==> src/rtl/ecpri_tx_resp.sv <==
// eCPRI RMA (type 4) response framer: serialises read/write responses onto a byte stream, read payload fetched from data memory.
// Latency: a strobe seen in IDLE produces the first header byte on the next cycle; data bytes arrive at most one per 3 cycles.
// Backpressure: tx_ready low holds tx_byte/tx_sof/tx_eof and the FSM; optional counters enabled by ECPRI_TX_STATS_EN.
module ecpri_tx_resp #(
  parameter logic [15:0] ELEMENT_ID = 16'h0001,
  parameter logic [3:0]  REVISION   = 4'h1
) (
  input  logic        clk,
  input  logic        reset,
  input  logic        send_write_resp,
  input  logic        send_read_resp,
  input  logic [7:0]  info_to_tx,
  input  logic [7:0]  tx_payload_len,
  input  logic [7:0]  req_addr,
  output logic        mem_rd_en,
  output logic [7:0]  mem_rd_addr,
  input  logic [7:0]  mem_rd_data,
  output logic [7:0]  tx_byte,
  output logic        tx_valid,
  input  logic        tx_ready,
  output logic        tx_sof,
  output logic        tx_eof,
  output logic        busy
`ifdef ECPRI_TX_STATS_EN
  ,
  output logic [15:0] rd_resp_cnt,
  output logic [15:0] wr_resp_cnt,
  output logic [7:0]  drop_cnt
`endif
);

  typedef enum logic [2:0] {IDLE, HDR, MEM_REQ, MEM_WAIT, DATA} state_t;

  state_t      state_q, state_d;

  // pending request slots
  logic        rd_pend_q, rd_pend_d;
  logic [7:0]  rd_id_q, rd_id_d;
  logic [7:0]  rd_len_q, rd_len_d;
  logic [7:0]  rd_addr_q, rd_addr_d;
  logic        wr_pend_q, wr_pend_d;
  logic [7:0]  wr_id_q, wr_id_d;
  logic [7:0]  wr_addr_q, wr_addr_d;

  // context of the frame being sent
  logic        cur_rd_q, cur_rd_d;
  logic [7:0]  cur_id_q, cur_id_d;
  logic [7:0]  cur_len_q, cur_len_d;
  logic [7:0]  cur_addr_q, cur_addr_d;
  logic [3:0]  idx_q, idx_d;
  logic [7:0]  cnt_q, cnt_d;
  logic [7:0]  data_q, data_d;

  // A strobe in the same cycle counts as pending so an idle framer starts immediately;
  // its fresh context beats any older slot contents (last request wins).
  logic        rd_avail, wr_avail;
  logic [7:0]  eff_rd_id, eff_rd_len, eff_rd_addr, eff_wr_id, eff_wr_addr;
  logic        has_data;
  logic [15:0] psize;
  logic [7:0]  hdr_byte;

  assign rd_avail    = rd_pend_q | send_read_resp;
  assign wr_avail    = wr_pend_q | send_write_resp;
  assign eff_rd_id   = send_read_resp  ? info_to_tx     : rd_id_q;
  assign eff_rd_len  = send_read_resp  ? tx_payload_len : rd_len_q;
  assign eff_rd_addr = send_read_resp  ? req_addr       : rd_addr_q;
  assign eff_wr_id   = send_write_resp ? info_to_tx     : wr_id_q;
  assign eff_wr_addr = send_write_resp ? req_addr       : wr_addr_q;
  assign has_data    = cur_rd_q && (cur_len_q != 8'd0);
  assign psize       = 16'd12 + {8'h00, (cur_rd_q ? cur_len_q : 8'h00)};
  assign busy        = (state_q != IDLE) || rd_pend_q || wr_pend_q;

  // header byte selected by position within the 16-byte header
  always_comb begin
    hdr_byte = 8'h00;
    case (idx_q)
      4'd0:    hdr_byte = {REVISION, 3'b000, 1'b0};
      4'd1:    hdr_byte = 8'h04;
      4'd2:    hdr_byte = psize[15:8];
      4'd3:    hdr_byte = psize[7:0];
      4'd4:    hdr_byte = cur_id_q;
      4'd5:    hdr_byte = cur_rd_q ? 8'h01 : 8'h11;
      4'd6:    hdr_byte = ELEMENT_ID[15:8];
      4'd7:    hdr_byte = ELEMENT_ID[7:0];
      4'd13:   hdr_byte = cur_addr_q;
      4'd14:   hdr_byte = 8'h00;
      4'd15:   hdr_byte = cur_rd_q ? cur_len_q : 8'h00;
      default: hdr_byte = 8'h00;
    endcase
  end

  // next-state, request capture/arbitration and stream outputs
  always_comb begin
    state_d     = state_q;
    rd_pend_d   = rd_avail;
    rd_id_d     = eff_rd_id;
    rd_len_d    = eff_rd_len;
    rd_addr_d   = eff_rd_addr;
    wr_pend_d   = wr_avail;
    wr_id_d     = eff_wr_id;
    wr_addr_d   = eff_wr_addr;
    cur_rd_d    = cur_rd_q;
    cur_id_d    = cur_id_q;
    cur_len_d   = cur_len_q;
    cur_addr_d  = cur_addr_q;
    idx_d       = idx_q;
    cnt_d       = cnt_q;
    data_d      = data_q;
    tx_valid    = 1'b0;
    tx_byte     = 8'h00;
    tx_sof      = 1'b0;
    tx_eof      = 1'b0;
    mem_rd_en   = 1'b0;
    mem_rd_addr = 8'h00;

    case (state_q)
      IDLE: begin
        idx_d = 4'd0;
        cnt_d = 8'd0;
        if (rd_avail) begin
          state_d    = HDR;
          rd_pend_d  = 1'b0;
          cur_rd_d   = 1'b1;
          cur_id_d   = eff_rd_id;
          cur_len_d  = eff_rd_len;
          cur_addr_d = eff_rd_addr;
        end else if (wr_avail) begin
          state_d    = HDR;
          wr_pend_d  = 1'b0;
          cur_rd_d   = 1'b0;
          cur_id_d   = eff_wr_id;
          cur_len_d  = 8'd0;
          cur_addr_d = eff_wr_addr;
        end
      end
      HDR: begin
        tx_valid = 1'b1;
        tx_byte  = hdr_byte;
        tx_sof   = (idx_q == 4'd0);
        tx_eof   = (idx_q == 4'd15) && !has_data;
        if (tx_ready) begin
          if (idx_q == 4'd15) begin
            state_d = has_data ? MEM_REQ : IDLE;
          end else begin
            idx_d = idx_q + 4'd1;
          end
        end
      end
      MEM_REQ: begin
        mem_rd_en   = 1'b1;
        mem_rd_addr = cur_addr_q + cnt_q;
        state_d     = MEM_WAIT;
      end
      MEM_WAIT: begin
        data_d  = mem_rd_data;
        state_d = DATA;
      end
      DATA: begin
        tx_valid = 1'b1;
        tx_byte  = data_q;
        tx_eof   = (cnt_q == (cur_len_q - 8'd1));
        if (tx_ready) begin
          if (tx_eof) begin
            state_d = IDLE;
          end else begin
            cnt_d   = cnt_q + 8'd1;
            state_d = MEM_REQ;
          end
        end
      end
      default: state_d = IDLE;
    endcase
  end

  // state and context registers; reset aborts any frame in flight
  always_ff @(posedge clk) begin
    if (reset) begin
      state_q    <= IDLE;
      rd_pend_q  <= 1'b0;
      rd_id_q    <= 8'h00;
      rd_len_q   <= 8'h00;
      rd_addr_q  <= 8'h00;
      wr_pend_q  <= 1'b0;
      wr_id_q    <= 8'h00;
      wr_addr_q  <= 8'h00;
      cur_rd_q   <= 1'b0;
      cur_id_q   <= 8'h00;
      cur_len_q  <= 8'h00;
      cur_addr_q <= 8'h00;
      idx_q      <= 4'd0;
      cnt_q      <= 8'd0;
      data_q     <= 8'h00;
    end else begin
      state_q    <= state_d;
      rd_pend_q  <= rd_pend_d;
      rd_id_q    <= rd_id_d;
      rd_len_q   <= rd_len_d;
      rd_addr_q  <= rd_addr_d;
      wr_pend_q  <= wr_pend_d;
      wr_id_q    <= wr_id_d;
      wr_addr_q  <= wr_addr_d;
      cur_rd_q   <= cur_rd_d;
      cur_id_q   <= cur_id_d;
      cur_len_q  <= cur_len_d;
      cur_addr_q <= cur_addr_d;
      idx_q      <= idx_d;
      cnt_q      <= cnt_d;
      data_q     <= data_d;
    end
  end

`ifdef ECPRI_TX_STATS_EN
  logic [15:0] rd_cnt_q, wr_cnt_q;
  logic [7:0]  drop_q;
  logic        eof_xfer, rd_drop, wr_drop;

  assign eof_xfer    = tx_valid && tx_ready && tx_eof;
  assign rd_drop     = send_read_resp && rd_pend_q;
  assign wr_drop     = send_write_resp && wr_pend_q;
  assign rd_resp_cnt = rd_cnt_q;
  assign wr_resp_cnt = wr_cnt_q;
  assign drop_cnt    = drop_q;

  // completed-frame and overwritten-request counters, free-running with wrap
  always_ff @(posedge clk) begin
    if (reset) begin
      rd_cnt_q <= 16'd0;
      wr_cnt_q <= 16'd0;
      drop_q   <= 8'd0;
    end else begin
      if (eof_xfer && cur_rd_q)  rd_cnt_q <= rd_cnt_q + 16'd1;
      if (eof_xfer && !cur_rd_q) wr_cnt_q <= wr_cnt_q + 16'd1;
      drop_q <= drop_q + {7'd0, rd_drop} + {7'd0, wr_drop};
    end
  end
`endif

endmodule
==> config.mk <==
export PLATFORM = sky130hd
export DESIGN_NAME = ecpri_tx_resp
export DESIGN_NICKNAME = d
export VERILOG_FILES = /design/src/rtl/ecpri_tx_resp.sv
export SDC_FILE = /design/constraint.sdc
export NUM_CORES = 1
export LEC_CHECK = 0
export ABC_AREA = 0
export BUFFER_PORTS_ARGS = -buffer_cell sky130_fd_sc_hd__buf_2
export CORE_MARGIN = 5
export CORE_UTILIZATION = 55
export CTS_BUF_LIST = sky130_fd_sc_hd__clkbuf_8
export DETAILED_ROUTE_END_ITERATION = 10
export PLACE_DENSITY_LB_ADDON = 0.15
export SETUP_SLACK_MARGIN = 0.1
export SYNTH_ARGS = -nofsm -noshare
export SYNTH_HDL_FRONTEND = slang
export SYNTH_SLANG_ARGS = --single-unit
export TNS_END_PERCENT = 30
==> constraint.sdc <==
create_clock -name clk -period 2.5 [get_ports clk]
set_clock_uncertainty 0.15 [all_clocks]
set_input_delay 0.5 -clock clk [delete_from_list [all_inputs] [get_ports clk]]
set_output_delay 0.5 -clock clk [all_outputs]
set_load 0.05 [all_outputs]
==> summary.md <==
| Metric | Value |
|---|---|
| Actual slew at the worst max-slew pin | `~1.2 ns` |
| Commonest cells post-synth | `dfxtp_1 (90), nand2_1 (87), nor2_1 (74)` |
| Fin. Hold Viols | `0` |
| Final wirelength | `approximately 14 mm` |
| Largest net degree at the start of global routing | `32` |
| CTS Buffer Depth | `2` |
| Fmax | `between 0.3 and 0.4 GHz` |
| R2r worst-path depth | `9` |
| CP max FO | `3` |
| VDD IR max | `approximately 0.00047 V` |
| ANT cells | `0` |
| Width of the die | `104.3 microns` |
| Critical Path RT | `between 1.5 and 2 ns` |
| Final setup vio count | `13` |
| Vias/cell | `about 5.7` |
| Critical Path AT | `2.25 ns` |
| First-pass GRT wire length | `approximately 22 mm` |
| RSZ-0062 raised after global routing | `yes` |
| Worst R2R Setup Slack | `~0.13 ns` |
| Fin nets | `~760` |
| Max incr delay on CP | `between 0.3 and 0.4 ns` |
| TritonCTS clock tree | `done` |
| Clk_lat worst skew | `about 0.37 ns` |
| Headroom to the max-slew limit | `between 20% and 30%` |
| Gr ovfl total | `0` |
| Violated checks | `negative setup slack` |
| Post-synth ARST share | `0%` |
| Synth area leaders | `dfxtp_1 (37%), mux2i_1 (11%), nand2_1 (6.7%), nor2_1 (5.7%), o21ai_0 (4.0%)` |
| Mapped Area | `between 0.004 and 0.005 sq mm` |
| CP Buf/Inv Count | `1` |
| Total CTS buffers | `9` |
| Post-synth top area share | `a little under two fifths` |
| Worst Hold Path EP | `data_q[1]` |
| I/O Buffers | `57` |
| Capturing point of the worst reg2reg path | `cnt_q[7]` |
| Final setup margin | `-0.3960 ns` |
| Power Density | `~550 mW/mm^2` |
| Min Hold Slack | `roughly 0.22 ns` |
| # IOs | `slightly below 60` |
| Delay-heaviest family, CP | `compound AO/OA/AOI/OAI gates` |
| Clock transition at path regs | `approximately 0.10 ns` |
| Final Slew Violations | `0` |
| Cell Rows | `34` |
| Syn_nets | `roughly 650` |
| Number of flops mapped to enable cells by yosys | `0` |
| Max_cap viols | `0` |
| Htree depth | `3` |
| Placer Congestion | `around 0.95` |
| Area of the die | `about 0.011 sq mm` |
| Vias | `4698` |
| Hold Crit Class | `in -> reg` |
| Starting Density | `a little under three fifths` |
| Chip height | `approximately 100 microns` |
| Layout cells sized above 1 | `between 30% and 40%` |
| WHS Path Cells | `3` |
| DRT Pass-1 Iters | `5` |
| Main flop type after synthesis | `dfxtp_1` |
| Leakage | `2.825 nW` |
| Synthesis Warnings | `0` |
| Vias in the first global route | `about 4500` |
| Startpoint types | `register` |
| Crit Path Class | `reg -> out` |
| Final Critical Period | `~2.9 ns` |
| Worst R2R Start | `cur_len_q[2]` |
| Hold path startpoint | `mem_rd_data[1]` |
| Area grow syn2layout | `34.49%` |
| Dpl hpwl | `~10 mm` |
| CP endpoint kind | `output port` |
| Post-route clock period utilization | `115.8%` |
| Seq/Total Area, Yosys | `between 30% and 40%` |
| Count leader, synth | `dfxtp_1` |
| Slowest CP cell | `dfxtp_2` |
| Root Driver | `clkbuf_8` |
| Global-route usage over all layers | `between 20% and 30%` |
| Post-Syn Instances | `~590` |
| Final Power | `about 3.6 mW` |
| Core Area | `0.008678 sq mm` |
| Final ANT Viol Nets | `0` |
| Residual DRC | `0` |
| Sink Count | `90` |
| Yosys reg bits | `90` |
| WL per Instance | `17.12 microns` |
| Avg Inst Size Synth | `8.239 sq um` |
| Drt initial violations | `250` |
| Status | `complete, but fails checks` |
| Largest area contributor in the netlist | `dfxtp_1` |
| Initial antenna violation count | `0` |
| Distinct cells, synth | `63` |
| Crit path cell chain | `ha_1, a21o_1, a21oi_2, o21bai_2, a2111oi_4, nor3_1, o21a_4, buf_6` |
logic make-up (layout without fill, tap and decap cells):
logic type / after synthesis / count (layout) / share of synthesized area, %
buffers and inverters: 54 / 171 / 4.584
AO/OA/AOI/OAI: 141 / 141 / 19.67
flip-flops: 90 / 90 / 36.88
AND/OR/NAND/NOR: 219 / 219 / 20.08
multiplexers: 54 / 54 / 11.06
XOR/XNOR: 20 / 20 / 3.739
adder cells (fa/ha/maj): 15 / 15 / 3.995
where the power goes:
group          leakage [nW]  switching (mW)  total, mW  internal [mW]
logic                  1.97           0.587       1.01          0.425
clock network         0.106           0.593       1.02          0.425
registers             0.746          0.0764       1.60           1.52
metrics by stage:
| stage | setup WS [ns] | instance area [sq um] | util [%] | TNS, ns | cells |
|---|---|---|---|---|---|
| floorplan | 0.05563 | 5037 | - | 0 | 593 |
| global placement | -0.08395 | 5864 | 67.58 | -0.1835 | 792 |
| detailed placement | -0.08995 | 5864 | 67.58 | -0.3460 | 792 |
| CTS | -0.4573 | 6362 | 73.31 | -3.158 | 815 |
| global route | -0.4915 | 6571 | 75.72 | -3.862 | 818 |
| finish | -0.3960 | 6571 | 75.72 | -2.639 | 818 |
per-layer routing:
layer	routed length [microns]	track usage, %	vias to the layer above
met2	7003	41.48	138
met3	642	4.345	31
li1	-	-	2321
met4	374	9.806	0
met5	0	0	-
met1	5986	31.85	2208
flip-flops by register name, indices dropped and copies added, names as in the netlist:
name        count
wr_id_q         8
cur_addr_q      8
data_q          8
cur_rd_q        1
rd_addr_q       8
state_q         3
rd_len_q        8
cur_len_q       8
wr_pend_q       1
rd_pend_q       1
wr_addr_q       8
idx_q           4
cnt_q           8
rd_id_q         8
cur_id_q        8
final cells by class:
| cell class | count | area [sq um] |
|---|---|---|
| Multi-Input combinational cell | 449 | 3244 |
| Timing Repair Buffer | 141 | 1086 |
| Clock buffer | 10 | 137.6 |
| Sequential cell | 90 | 1839 |
| Inverter | 14 | 61.31 |
| Tap cell | 108 | 135.1 |
| Clock inverter | 6 | 67.56 |
| Fill cell | 652 | 2107 |
layout by cell type (no fill, tap or decap), types with 10 or more instances in the layout:
master | synthesis | final
buf_2 | 2 | 41
a21oi_1 | 35 | 29
clkbuf_8 | 0 | 10
buf_4 | 1 | 70
dfxtp_1 | 90 | 76
xnor2_1 | 13 | 11
nor2_1 | 74 | 67
o21ai_0 | 39 | 27
buf_6 | 2 | 24
nand2_1 | 87 | 86
a22oi_1 | 17 | 16
mux2i_1 | 54 | 54
nand3_1 | 16 | 16
repair_timing:
action,in CTS,in global routing
resized for setup,67,51
cloned,1,1
buffers inserted,6,6
endpoints found under the setup margin,19,19
hold buffers,0,0
pin swaps,23,33
worst max-delay path by stage:
| stage | endpoint | slack, ns | cells past startpoint | from |
|---|---|---|---|---|
| 2_1_floorplan | mem_rd_addr[6] | 0.06 | 8 | cnt_q[0] |
| 6_report | mem_rd_addr[7] | -0.40 | 8 | cur_addr_q[1] |
| 3_5_place_dp | mem_rd_addr[7] | -0.09 | 8 | cur_addr_q[1] |
| 3_3_place_gp | tx_byte[3] | -0.08 | 8 | idx_q[1] |
| 5_1_grt | mem_rd_addr[7] | -0.49 | 8 | cur_addr_q[1] |
| 4_1_cts | mem_rd_addr[7] | -0.46 | 8 | cur_addr_q[1] |
worst reg2reg max path, delay by kind of cell, from the launching register on:
family / cells / cell delay, ns
compound gates: 3 / 0.92
xor+xnor: 1 / 0.15
buf+inv: 3 / 0.41
flops: 1 / 0.38
mux: 1 / 0.23
simple gates: 1 / 0.08
No activity file was read; power rests on OpenSTA's default activity.
